==> config.mk <==
export PLATFORM = sky130hd
export DESIGN_NAME = cache_rd_sa_flat
export DESIGN_NICKNAME = d
export VERILOG_FILES = /design/src/rtl/cache_pkg.sv /design/src/rtl/cache_rd_sa_if.sv /design/src/rtl/cache_rd_way.sv /design/src/rtl/cache_rd_sa.sv /design/src/flat_wrapper.sv
export SDC_FILE = /design/constraint.sdc
export NUM_CORES = 2
export LEC_CHECK = 0
export CAP_MARGIN = 20
export CORE_ASPECT_RATIO = 0.5
export CORE_MARGIN = 3
export CORE_UTILIZATION = 55
export DETAILED_ROUTE_END_ITERATION = 8
export PLACE_DENSITY = 0.73
export SLEW_MARGIN = 40
export SYNTH_ARGS = -nofsm -noshare
export SYNTH_HDL_FRONTEND = slang
export SYNTH_SLANG_ARGS = --single-unit
==> constraint.sdc <==
create_clock -name clk -period 7.35 [get_ports clk]
set_input_delay 1.47 -clock clk [delete_from_list [all_inputs] [get_ports clk]]
set_output_delay 1.47 -clock clk [all_outputs]
set_load 0.05 [all_outputs]
==> src/rtl/cache_pkg.sv <==
// cache_pkg: shared state encoding and geometry helpers for the set-associative read cache
package cache_pkg;
  typedef enum logic {IDLE, REFILL} state_t;
  function automatic int calc_tag_w(input int addr_w, input int offset_w, input int set_w);
    return addr_w - offset_w - set_w;
  endfunction
  function automatic int calc_line_w(input int word_w, input int offset_w);
    return word_w << offset_w;
  endfunction
  function automatic int calc_sets(input int set_w);
    return 1 << set_w;
  endfunction
  localparam int TAG_W  = calc_tag_w(30, 2, 2);
  localparam int LINE_W = calc_line_w(32, 2);
  localparam int SETS   = calc_sets(2);
endpackage

==> src/rtl/cache_rd_sa_if.sv <==
// cache_rd_sa_if: processor read port and line-memory port of the read cache
interface cache_rd_sa_if #(
  parameter int ADDR_W   = 30,
  parameter int WORD_W   = 32,
  parameter int OFFSET_W = 2
);
  logic                           proc_read;
  logic                           proc_flush;
  logic [ADDR_W-1:0]              proc_addr;
  logic [WORD_W-1:0]              proc_rdata;
  logic                           proc_stall;
  logic                           mem_read;
  logic [ADDR_W-OFFSET_W-1:0]     mem_addr;
  logic [(WORD_W<<OFFSET_W)-1:0]  mem_rdata;
  logic                           mem_ready;
  modport slave (
    input  proc_read, proc_flush, proc_addr, mem_rdata, mem_ready,
    output proc_rdata, proc_stall, mem_read, mem_addr
  );
  modport master (
    output proc_read, proc_flush, proc_addr, mem_rdata, mem_ready,
    input  proc_rdata, proc_stall, mem_read, mem_addr
  );
endinterface

==> src/rtl/cache_rd_way.sv <==
// cache_rd_way: one way's valid/tag/data storage with combinational lookup
module cache_rd_way #(
  parameter int TAG_W  = 26,
  parameter int LINE_W = 128,
  parameter int SET_W  = 2
) (
  input  logic              clk,
  input  logic              rst,
  input  logic              clr,
  input  logic [SET_W-1:0]  rd_set,
  input  logic [TAG_W-1:0]  rd_tag,
  output logic              vld,
  output logic              hit,
  output logic [LINE_W-1:0] line,
  input  logic              fill_en,
  input  logic [SET_W-1:0]  fill_set,
  input  logic [TAG_W-1:0]  fill_tag,
  input  logic [LINE_W-1:0] fill_line
);
  localparam int NS = 1 << SET_W;
  logic [NS-1:0]     valid;
  logic [TAG_W-1:0]  tags [NS];
  logic [LINE_W-1:0] data [NS];
  // storage: clear everything on reset, drop valid bits on flush, write tag/data with valid on fill
  always_ff @(posedge clk) begin
    if (rst) begin
      valid <= '0;
      for (int i = 0; i < NS; i++) begin
        tags[i] <= '0;
        data[i] <= '0;
      end
    end else begin
      if (clr) valid <= '0;
      else if (fill_en) valid[fill_set] <= 1'b1;
      if (fill_en) begin
        tags[fill_set] <= fill_tag;
        data[fill_set] <= fill_line;
      end
    end
  end
  assign vld  = valid[rd_set];
  assign hit  = vld && tags[rd_set] == rd_tag;
  assign line = data[rd_set];
endmodule

==> src/rtl/cache_rd_sa.sv <==
// cache_rd_sa: read-only 1/2-way set-associative cache with LRU, flush and saturating hit/miss counters
module cache_rd_sa
  import cache_pkg::*;
#(
  parameter int ADDR_W   = 30,
  parameter int WORD_W   = 32,
  parameter int OFFSET_W = 2,
  parameter int SET_W    = 2,
  parameter int WAYS     = 2,
  parameter int CNT_W    = 16
) (
  input  logic             clk,
  input  logic             proc_reset,
  cache_rd_sa_if.slave     bus,
  output logic [CNT_W-1:0] hit_cnt,
  output logic [CNT_W-1:0] miss_cnt
);
  localparam int TW = calc_tag_w(ADDR_W, OFFSET_W, SET_W);
  localparam int LW = calc_line_w(WORD_W, OFFSET_W);
  localparam int NS = calc_sets(SET_W);
  state_t                state;
  logic [NS-1:0]         lru;
  logic                  vic, nv, hw;
  logic [WAYS-1:0]       hit_w, vld_w;
  logic [LW-1:0]         way_line [WAYS];
  logic [LW-1:0]         hit_line;
  logic                  idle, flush_go, rd_hit, rd_miss, fill_en;
  logic [OFFSET_W-1:0]   off;
  logic [SET_W-1:0]      set;
  logic [TW-1:0]         tag;
  function automatic logic [WORD_W-1:0] pick(input logic [LW-1:0] l, input logic [OFFSET_W-1:0] o);
    return l[o*WORD_W +: WORD_W];
  endfunction
  assign off = bus.proc_addr[OFFSET_W-1:0];
  assign set = bus.proc_addr[OFFSET_W +: SET_W];
  assign tag = bus.proc_addr[ADDR_W-1 -: TW];
  for (genvar g = 0; g < WAYS; g++) begin : g_way
    cache_rd_way #(.TAG_W(TW), .LINE_W(LW), .SET_W(SET_W)) u_way (
      .clk(clk), .rst(proc_reset), .clr(flush_go),
      .rd_set(set), .rd_tag(tag),
      .vld(vld_w[g]), .hit(hit_w[g]), .line(way_line[g]),
      .fill_en(fill_en && int'(vic) == g), .fill_set(set), .fill_tag(tag), .fill_line(bus.mem_rdata)
    );
  end
  // hit-way mux and victim choice: first invalid way, otherwise the set's LRU way
  always_comb begin
    hit_line = '0;
    hw = 1'b0;
    for (int i = 0; i < WAYS; i++) begin
      if (hit_w[i]) begin
        hit_line = way_line[i];
        hw = 1'(i);
      end
    end
    nv = (WAYS == 2) && vld_w[0] && (!vld_w[WAYS-1] || lru[set]);
  end
  assign idle           = state == IDLE;
  assign flush_go       = idle && bus.proc_flush;
  assign rd_hit         = idle && !bus.proc_flush && bus.proc_read && |hit_w;
  assign rd_miss        = idle && !bus.proc_flush && bus.proc_read && !(|hit_w);
  assign fill_en        = !idle && bus.mem_ready;
  assign bus.proc_stall = flush_go || rd_miss || (!idle && !bus.mem_ready);
  assign bus.proc_rdata = rd_hit ? pick(hit_line, off) : fill_en ? pick(bus.mem_rdata, off) : '0;
  // control FSM: launch refill on miss, finish on mem_ready, maintain LRU and counters
  always_ff @(posedge clk) begin
    if (proc_reset) begin
      state        <= IDLE;
      bus.mem_read <= 1'b0;
      bus.mem_addr <= '0;
      lru          <= '0;
      vic          <= 1'b0;
      hit_cnt      <= '0;
      miss_cnt     <= '0;
    end else begin
      if (flush_go) lru <= '0;
      else if (rd_hit) lru[set] <= ~hw;
      else if (fill_en) lru[set] <= ~vic;
      if (rd_hit && !(&hit_cnt)) hit_cnt <= hit_cnt + 1'b1;
      if (rd_miss && !(&miss_cnt)) miss_cnt <= miss_cnt + 1'b1;
      if (rd_miss) begin
        state        <= REFILL;
        bus.mem_read <= 1'b1;
        bus.mem_addr <= bus.proc_addr[ADDR_W-1:OFFSET_W];
        vic          <= nv;
      end else if (fill_en) begin
        state        <= IDLE;
        bus.mem_read <= 1'b0;
      end
    end
  end
endmodule

==> src/flat_wrapper.sv <==
// flat-port wrapper written by rule: the top's interface ports become plain ports
module cache_rd_sa_flat import cache_pkg::*;
#(
  parameter int ADDR_W   = 30,
  parameter int WORD_W   = 32,
  parameter int OFFSET_W = 2,
  parameter int SET_W    = 2,
  parameter int WAYS     = 2,
  parameter int CNT_W    = 16
)
  (clk, proc_reset, hit_cnt, miss_cnt, bus_proc_read, bus_proc_flush, bus_proc_addr, bus_mem_rdata, bus_mem_ready, bus_proc_rdata, bus_proc_stall, bus_mem_read, bus_mem_addr);
  cache_rd_sa_if #(.ADDR_W(ADDR_W), .WORD_W(WORD_W), .OFFSET_W(OFFSET_W)) bus_i ();
  input  logic clk;
  input  logic proc_reset;
  output logic [CNT_W-1:0] hit_cnt;
  output logic [CNT_W-1:0] miss_cnt;
  input wire logic [$bits(bus_i.proc_read)-1:0] bus_proc_read;
  input wire logic [$bits(bus_i.proc_flush)-1:0] bus_proc_flush;
  input wire logic [$bits(bus_i.proc_addr)-1:0] bus_proc_addr;
  input wire logic [$bits(bus_i.mem_rdata)-1:0] bus_mem_rdata;
  input wire logic [$bits(bus_i.mem_ready)-1:0] bus_mem_ready;
  output wire logic [$bits(bus_i.proc_rdata)-1:0] bus_proc_rdata;
  output wire logic [$bits(bus_i.proc_stall)-1:0] bus_proc_stall;
  output wire logic [$bits(bus_i.mem_read)-1:0] bus_mem_read;
  output wire logic [$bits(bus_i.mem_addr)-1:0] bus_mem_addr;
  assign bus_i.proc_read = bus_proc_read;
  assign bus_i.proc_flush = bus_proc_flush;
  assign bus_i.proc_addr = bus_proc_addr;
  assign bus_i.mem_rdata = bus_mem_rdata;
  assign bus_i.mem_ready = bus_mem_ready;
  assign bus_proc_rdata = bus_i.proc_rdata;
  assign bus_proc_stall = bus_i.proc_stall;
  assign bus_mem_read = bus_i.mem_read;
  assign bus_mem_addr = bus_i.mem_addr;
  cache_rd_sa #(.ADDR_W(ADDR_W), .WORD_W(WORD_W), .OFFSET_W(OFFSET_W), .SET_W(SET_W), .WAYS(WAYS), .CNT_W(CNT_W)) u_core (.clk(clk), .proc_reset(proc_reset), .bus(bus_i), .hit_cnt(hit_cnt), .miss_cnt(miss_cnt));
endmodule
---- Word level (Yosys, flattened, before mapping) ----
Memories as Yosys holds them, arrays and structs flattened.
Index checks and enable logic that the tools add are counted.
operators by class
  add/subtract/negate cells ............... 2
  eq/ne operators ......................... 2
  shifts and indexed selects .............. 2
  mux-type cells .......................... 39
  reduce and logical (&&, ||, !) cells .... 34
  magnitude comparators ................... 2
  bitwise operators ....................... 6
operators by type and width
  kind                                                 number
  2-to-1 mux 128 bit                                   4
  OR reduction 128 bit                                 2
  indexed part select 128 x 8 -> 32 bit                2
  2-to-1 mux 32 bit                                    2
  equality test 26 bit                                 2
  2-to-1 mux 26 bit                                    2
  OR reduction 26 bit                                  2
  adder 16 x 1 -> 16 bit, second input constant        2
  AND reduction 16 bit                                 2
  2-to-1 mux 1 bit                                     19
  logical AND 1 bit                                    15
  bitwise mux 4 bit                                    2
  2-to-1 mux 2 bit                                     4
  2-to-1 mux 4 bit                                     2
  bitwise OR 4 bit                                     2
  binary-select mux 1 bit (select 2 bit)               3
  logical NOT 1 bit                                    6
  NOT 1 bit                                            4
  nonzero test 2 bit                                   2
  OR reduction 2 bit                                   2
  logical OR 1 bit                                     3
  < comparator 2 x 3 -> 1 bit, second input constant   1
  demux 1 bit (select 2 bit)                           1
  >= comparator 2 x 1 -> 1 bit, second input constant  1
word-level totals
  memory bits (writable) .................. 1232
  memories ................................ 4
  bits in registers ....................... 74
  word-level logic and storage cells ...... 99
memories
  memory                      words  width  rd ports  clocked after memory_dff  wr ports  line                source
  u_core.g_way[0].u_way.data  4      128    1         0                         4         cache_rd_way.sv:23  logic [LINE_W-1:0] data [NS];
  u_core.g_way[1].u_way.data  4      128    1         0                         4         cache_rd_way.sv:23
  u_core.g_way[0].u_way.tags  4      26     1         0                         4         cache_rd_way.sv:22  logic [TAG_W-1:0] tags [NS];
  u_core.g_way[1].u_way.tags  4      26     1         0                         4         cache_rd_way.sv:22

---- Depth between registers and ports, before layout ----
  depth in word-level cells ............... 8
  mapped depth ............................ 15

---- By module ----
A second synthesis with hierarchy kept.
second synthesis, totals
  cell total of the unflattened synthesis .. 4057
  area total of the unflattened synthesis .. 57751.6 um^2
by module, submodules not included
  module                                cells an instance  area each (um^2)  sequential area each (um^2)  instances
  cache_rd_way (u_core.g_way[1].u_way)  1756               26016.2           18577.8                      1
  cache_rd_way (u_core.g_way[0].u_way)  1719               25846.0           18577.8                      1
  cache_rd_sa                           582                5889.4            1321.3                       1

---- Least setup slack after synthesis ----
OpenSTA, ideal clock, no wires.
  path type ............................... in2out
  start point ............................. input port bus_proc_addr[3]
  end point ............................... output port bus_proc_rdata[17]
  slack ................................... 209 ps
  stages on the path ...................... 11
  path buffers ............................ 2
  data required time ...................... 5880 ps
  arrival time ............................ 5671 ps
  cells stage by stage .................... buf_4 -> mux2i_1 -> mux2_4 -> o32a_1 -> or4b_4 -> nor4_4 -> nand2_4 -> buf_2 -> mux2_1 -> a211oi_1 -> o41ai_1
between the ends
  cells in the longest elaborated chain, start to end .. 7
  elaborated cells between the ends (all ways) .. 18
  classes of those cells .................. eq/ne: 2; shift: 1; mux: 7; reduce/logical: 4; memory: 4
ends and longest elaborated chain
  item                                                                                       line                                    source
  from (decl)                                                                                flat_wrapper.sv:19                      input wire logic [$bits(bus_i.proc_addr)-1:0] bus_proc_addr;
  memory read (4 x 26 bit) / binary-select mux 1 bit (select 2 bit) (equally long branches)  -
  equality test 26 bit / 2-to-1 mux 1 bit (equally long branches)                            cache_rd_way.sv:42, cache_rd_way.sv:41
  logical AND 1 bit                                                                          cache_rd_way.sv:42                      assign hit = vld && tags[rd_set] == rd_tag;
  2-to-1 mux 128 bit (2 in a row)                                                            cache_rd_sa.sv:50                       if (hit_w[i]) begin
  indexed part select 128 x 8 -> 32 bit                                                      cache_rd_sa.sv:32                       return l[o*WORD_W +: WORD_W];
  2-to-1 mux 32 bit *                                                                        cache_rd_sa.sv:63                       assign bus.proc_rdata = rd_hit ? pick(hit_line, off) : fill_en ? pick(bus.mem_rdata, off) : '0;
  to (decl)                                                                                  flat_wrapper.sv:22                      output wire logic [$bits(bus_i.proc_rdata)-1:0] bus_proc_rdata;
Every way passes the cells marked *; elsewhere a longest branch is shown, timed or not. The select of a mux whose other input is x is not followed.

---- Worst setup path in the final report ----
  start point ............................. input port bus_proc_addr[19]
  end point ............................... output port bus_proc_rdata[15]
between the ends
  cells in the longest elaborated chain, start to end .. 6
  elaborated cells between the ends (all ways) .. 10
  classes of those cells .................. eq/ne: 2; shift: 1; mux: 3; reduce/logical: 4
ends and longest elaborated chain
  item                                   line
  equality test 26 bit                   cache_rd_way.sv:42
  logical AND 1 bit                      cache_rd_way.sv:42
  2-to-1 mux 128 bit (2 in a row)        cache_rd_sa.sv:50
  indexed part select 128 x 8 -> 32 bit  cache_rd_sa.sv:32
  2-to-1 mux 32 bit *                    cache_rd_sa.sv:63
Every way passes the cells marked *; elsewhere a longest branch is shown, timed or not.

==> impl_metrics.tcl <==
set metrics [dict create \
    status "finished clean" \
    worst_pin_slew_ns 0.897 \
    gp_congestion 0.858 \
    yosysTopAreaCellShare 0.613 \
    finalSetupViolCount 0 \
    clk_latency_ns 0.74 \
    top_layer "met5" \
    grt_overflow 0 \
    synth_edf_count 1232 \
    yosys_warnings 0 \
    drcViolationCount 0 \
    final_area_um2 69200 \
    dp_hpwl_um 96700 \
    crit_type "primary input to output port" \
    wl_met2_um 81800 \
    die_w_um 474 \
    worst_slack_ns 0.171 \
    synth_cell_type_count 70 \
    synth_flop_cell "edfxtp_1" \
    clockBufferDepth 3 \
    synth.avg_cell_area_um2 14.9 \
    clock_skew_ns 0.0233 \
    final_max_slew_viol_count 0 \
    period_minus_slack_ns 7.18 \
    clk_pin_slew_worst_paths_ns 0.06 \
    rsz0062_at_grt "no" \
    die_y_um 240 \
    synth-async-reset-ratio 0 \
    crit_chain "clkdlybuf4s50_1 > nand2b_1 > mux2_4 > o32a_1 > or4b_4 > nor4_4 > buf_12 > buf_4 > nand3_1 > a21oi_1 > a211oi_1 > o41ai_1 > buf_4 > buf_12" \
    synth.area.top_cells "edfxtp_1, mux4_2, and2_1" \
    grt_pass1_vias 36800 \
    drtIter0Drc 4910 \
    dp.cells 5589 \
    slowest_delay_ns 0.57 \
    met3_length_um 16300 \
    avgViaCountPerCell 6.34 \
    grt_pass1_wl_um 248000 \
    ant_nets 0 \
    hold_viol_final 0 \
    synthTopCellsByCount "edfxtp_1, and2_1, mux4_2" \
    total_leakage_power_nw 24.9 \
    worst_r2r_path_depth 10 \
    antenna_found_initial 16 \
    fp.dieArea_um2 114000 \
    synth_seq_cells 1306 \
    io_pins 257 \
    critPathLaunchType "primary input" \
    io_buffer_count 256 \
    rows 85 \
    grt_usage 0.298 \
    vias 36900 \
    fin_cells 5809 \
    synthesis.nets 4225 \
    setup_tns_ns 0 \
    cts.htree.levels 3 \
    endpoint_kind "output port" \
    hold_path_depth 2 \
    yosysSeqAreaShare 0.638 \
    p_total_mw 15.7 \
    worstReg2RegStart "u_core.g_way[1].u_way.tags[3][9]$_DFFE_PP_" \
    p_per_area_nw_per_um2 227 \
    fmax_ghz 0.139 \
    routedWlPerCell_um 29.0 \
    final_net_count 4434 \
    start_util 0.558 \
    ctsHoldBuffers 0 \
    grt_max_degree 137 \
    drt-met1-wl_um 64000 \
    placed_area_um2 65500 \
    cp.required_ns 5.88 \
    slew_headroom 0.402 \
    synth_area_leader_cell "edfxtp_1" \
    syn_area_um2 60300 \
    cts_resized 0 \
    synth_cells 4060 \
    post-place-ws_ns 0.240 \
    syn2layout_area_growth_pct 14.7 \
    clock_sinks 1306 \
    fp.coreArea_um2 108000 \
    crit_fanout 13 \
    root_buffer "clkbuf_16" \
    final_min_period_over_clock_period 0.977 \
    cts_buffers 113 \
    synth.most_common_cell "edfxtp_1" \
    tritoncts "done" \
    startpoint "bus_proc_addr[19]" \
    drtPass1Iterations 6 \
    drive_above_1_share 0.179 \
    maxCapViolCount 0 \
    peakVddDrop_uv 180 \
    hp-start "u_core.bus.mem_addr[7]$_SDFFE_PP0P_" \
    drt-total-wl_um 169000 \
    hp-class "register to register" \
    postCtsSetupBuffers 0 \
    arrival_ns 5.71 \
    cp_slowest_cell "or4b_4" \
]
power by group:
group          total, mW  internal, mW  leakage, nW  switching, mW
clock network       6.04          3.27         1.78           2.77
registers           8.44          8.37         13.4         0.0717
logic               1.25         0.502         9.74          0.751
cells in the final DEF (no fill, tap or decap), types with 9 or more instances in the layout:
cell / n
edfxtp_1: 1232
and2_1: 1158
mux4_2: 330
clkdlybuf4s50_1: 218
nand2_1: 192
clkbuf_16: 116
buf_4: 110
a21oi_1: 78
nand3_1: 74
dfxtp_1: 74
nor2_1: 69
buf_12: 67
and3_1: 64
nor3_1: 50
a211oi_1: 48
xnor2_1: 42
o21ai_0: 34
mux2_2: 32
clkinv_2: 26
clkbuf_1: 26
mux2i_1: 25
clkinv_1: 25
mux2_1: 20
o41ai_1: 20
inv_1: 17
nand4_1: 16
nor2b_1: 11
diode_2: 10
bufinv_16: 10
nor2_4: 9
a31o_2: 9
layout make-up:
cell class | count | area (um^2)
antenna | 10 | 25.0
clock inverter | 66 | 603
clock buffer | 144 | 3030
tap | 1435 | 1800
multi-input combinational | 2413 | 20600
sequential | 1306 | 38500
inverter | 25 | 93.8
fill | 7666 | 39000
timing repair buffer | 410 | 4590
per-layer routing:
| metal | vias up | global-route usage |
|---|---|---|
| li1 | 15500 | - |
| met1 | 18900 | 0.411 |
| met4 | 2 | 0.107 |
| met2 | 2111 | 0.484 |
| met3 | 352 | 0.0522 |
| met5 | - | 0 |
cell families after synthesis:
| group | after synthesis | synth area share |
|---|---|---|
| adder cells (fa/ha/maj) | 2 | 0.000415 |
| buffers and inverters | 341 | 0.0231 |
| AND/OR/NAND/NOR | 1699 | 0.164 |
| XOR/XNOR | 48 | 0.00709 |
| AO/OA/AOI/OAI | 255 | 0.0300 |
| multiplexers | 409 | 0.138 |
| flip-flops | 1306 | 0.638 |
registers in the layout, summed over array words and instances, names as in the netlist:
register,flops
u_core.bus.mem_addr,28
u_core.miss_cnt,16
u_core.g_way.u_way.tags,208
u_core.g_way.u_way.data,1024
u_core.vic,1
u_core.hit_cnt,16
u_core.lru,4
u_core.g_way.u_way.valid,8
u_core.bus.mem_read,1
path summary, 6_finish.rpt:
| check | endpoint | slack, ns |
|---|---|---|
| worst max-delay path | bus_proc_rdata[15] | 0.17 |
| worst min-delay path | u_core.bus.mem_addr[7]$_SDFFE_PP0P_ | 0.46 |
| worst max register to register | u_core.miss_cnt[7]$_SDFFE_PP0P_ | 3.46 |
| worst min register to register | u_core.bus.mem_addr[7]$_SDFFE_PP0P_ | 0.46 |
through the flow:
stage | hold WS, ns | util
6_report | 0.456 | 0.640
5_1_grt | 0.473 | 0.640
4_1_cts | 0.463 | 0.639
3_5_place_dp | 0.450 | 0.606
3_3_place_gp | 0.441 | 0.603
2_1_floorplan | 0.435 | -
critical path, delay by kind of cell:
kind,cells,cell delay [ns]
AND/OR/NAND/NOR,4,1.38
buffers and inverters,5,1.34
multiplexers,1,0.30
AO/OA/AOI/OAI,4,1.21
No activity file was read; power rests on OpenSTA's default activity.
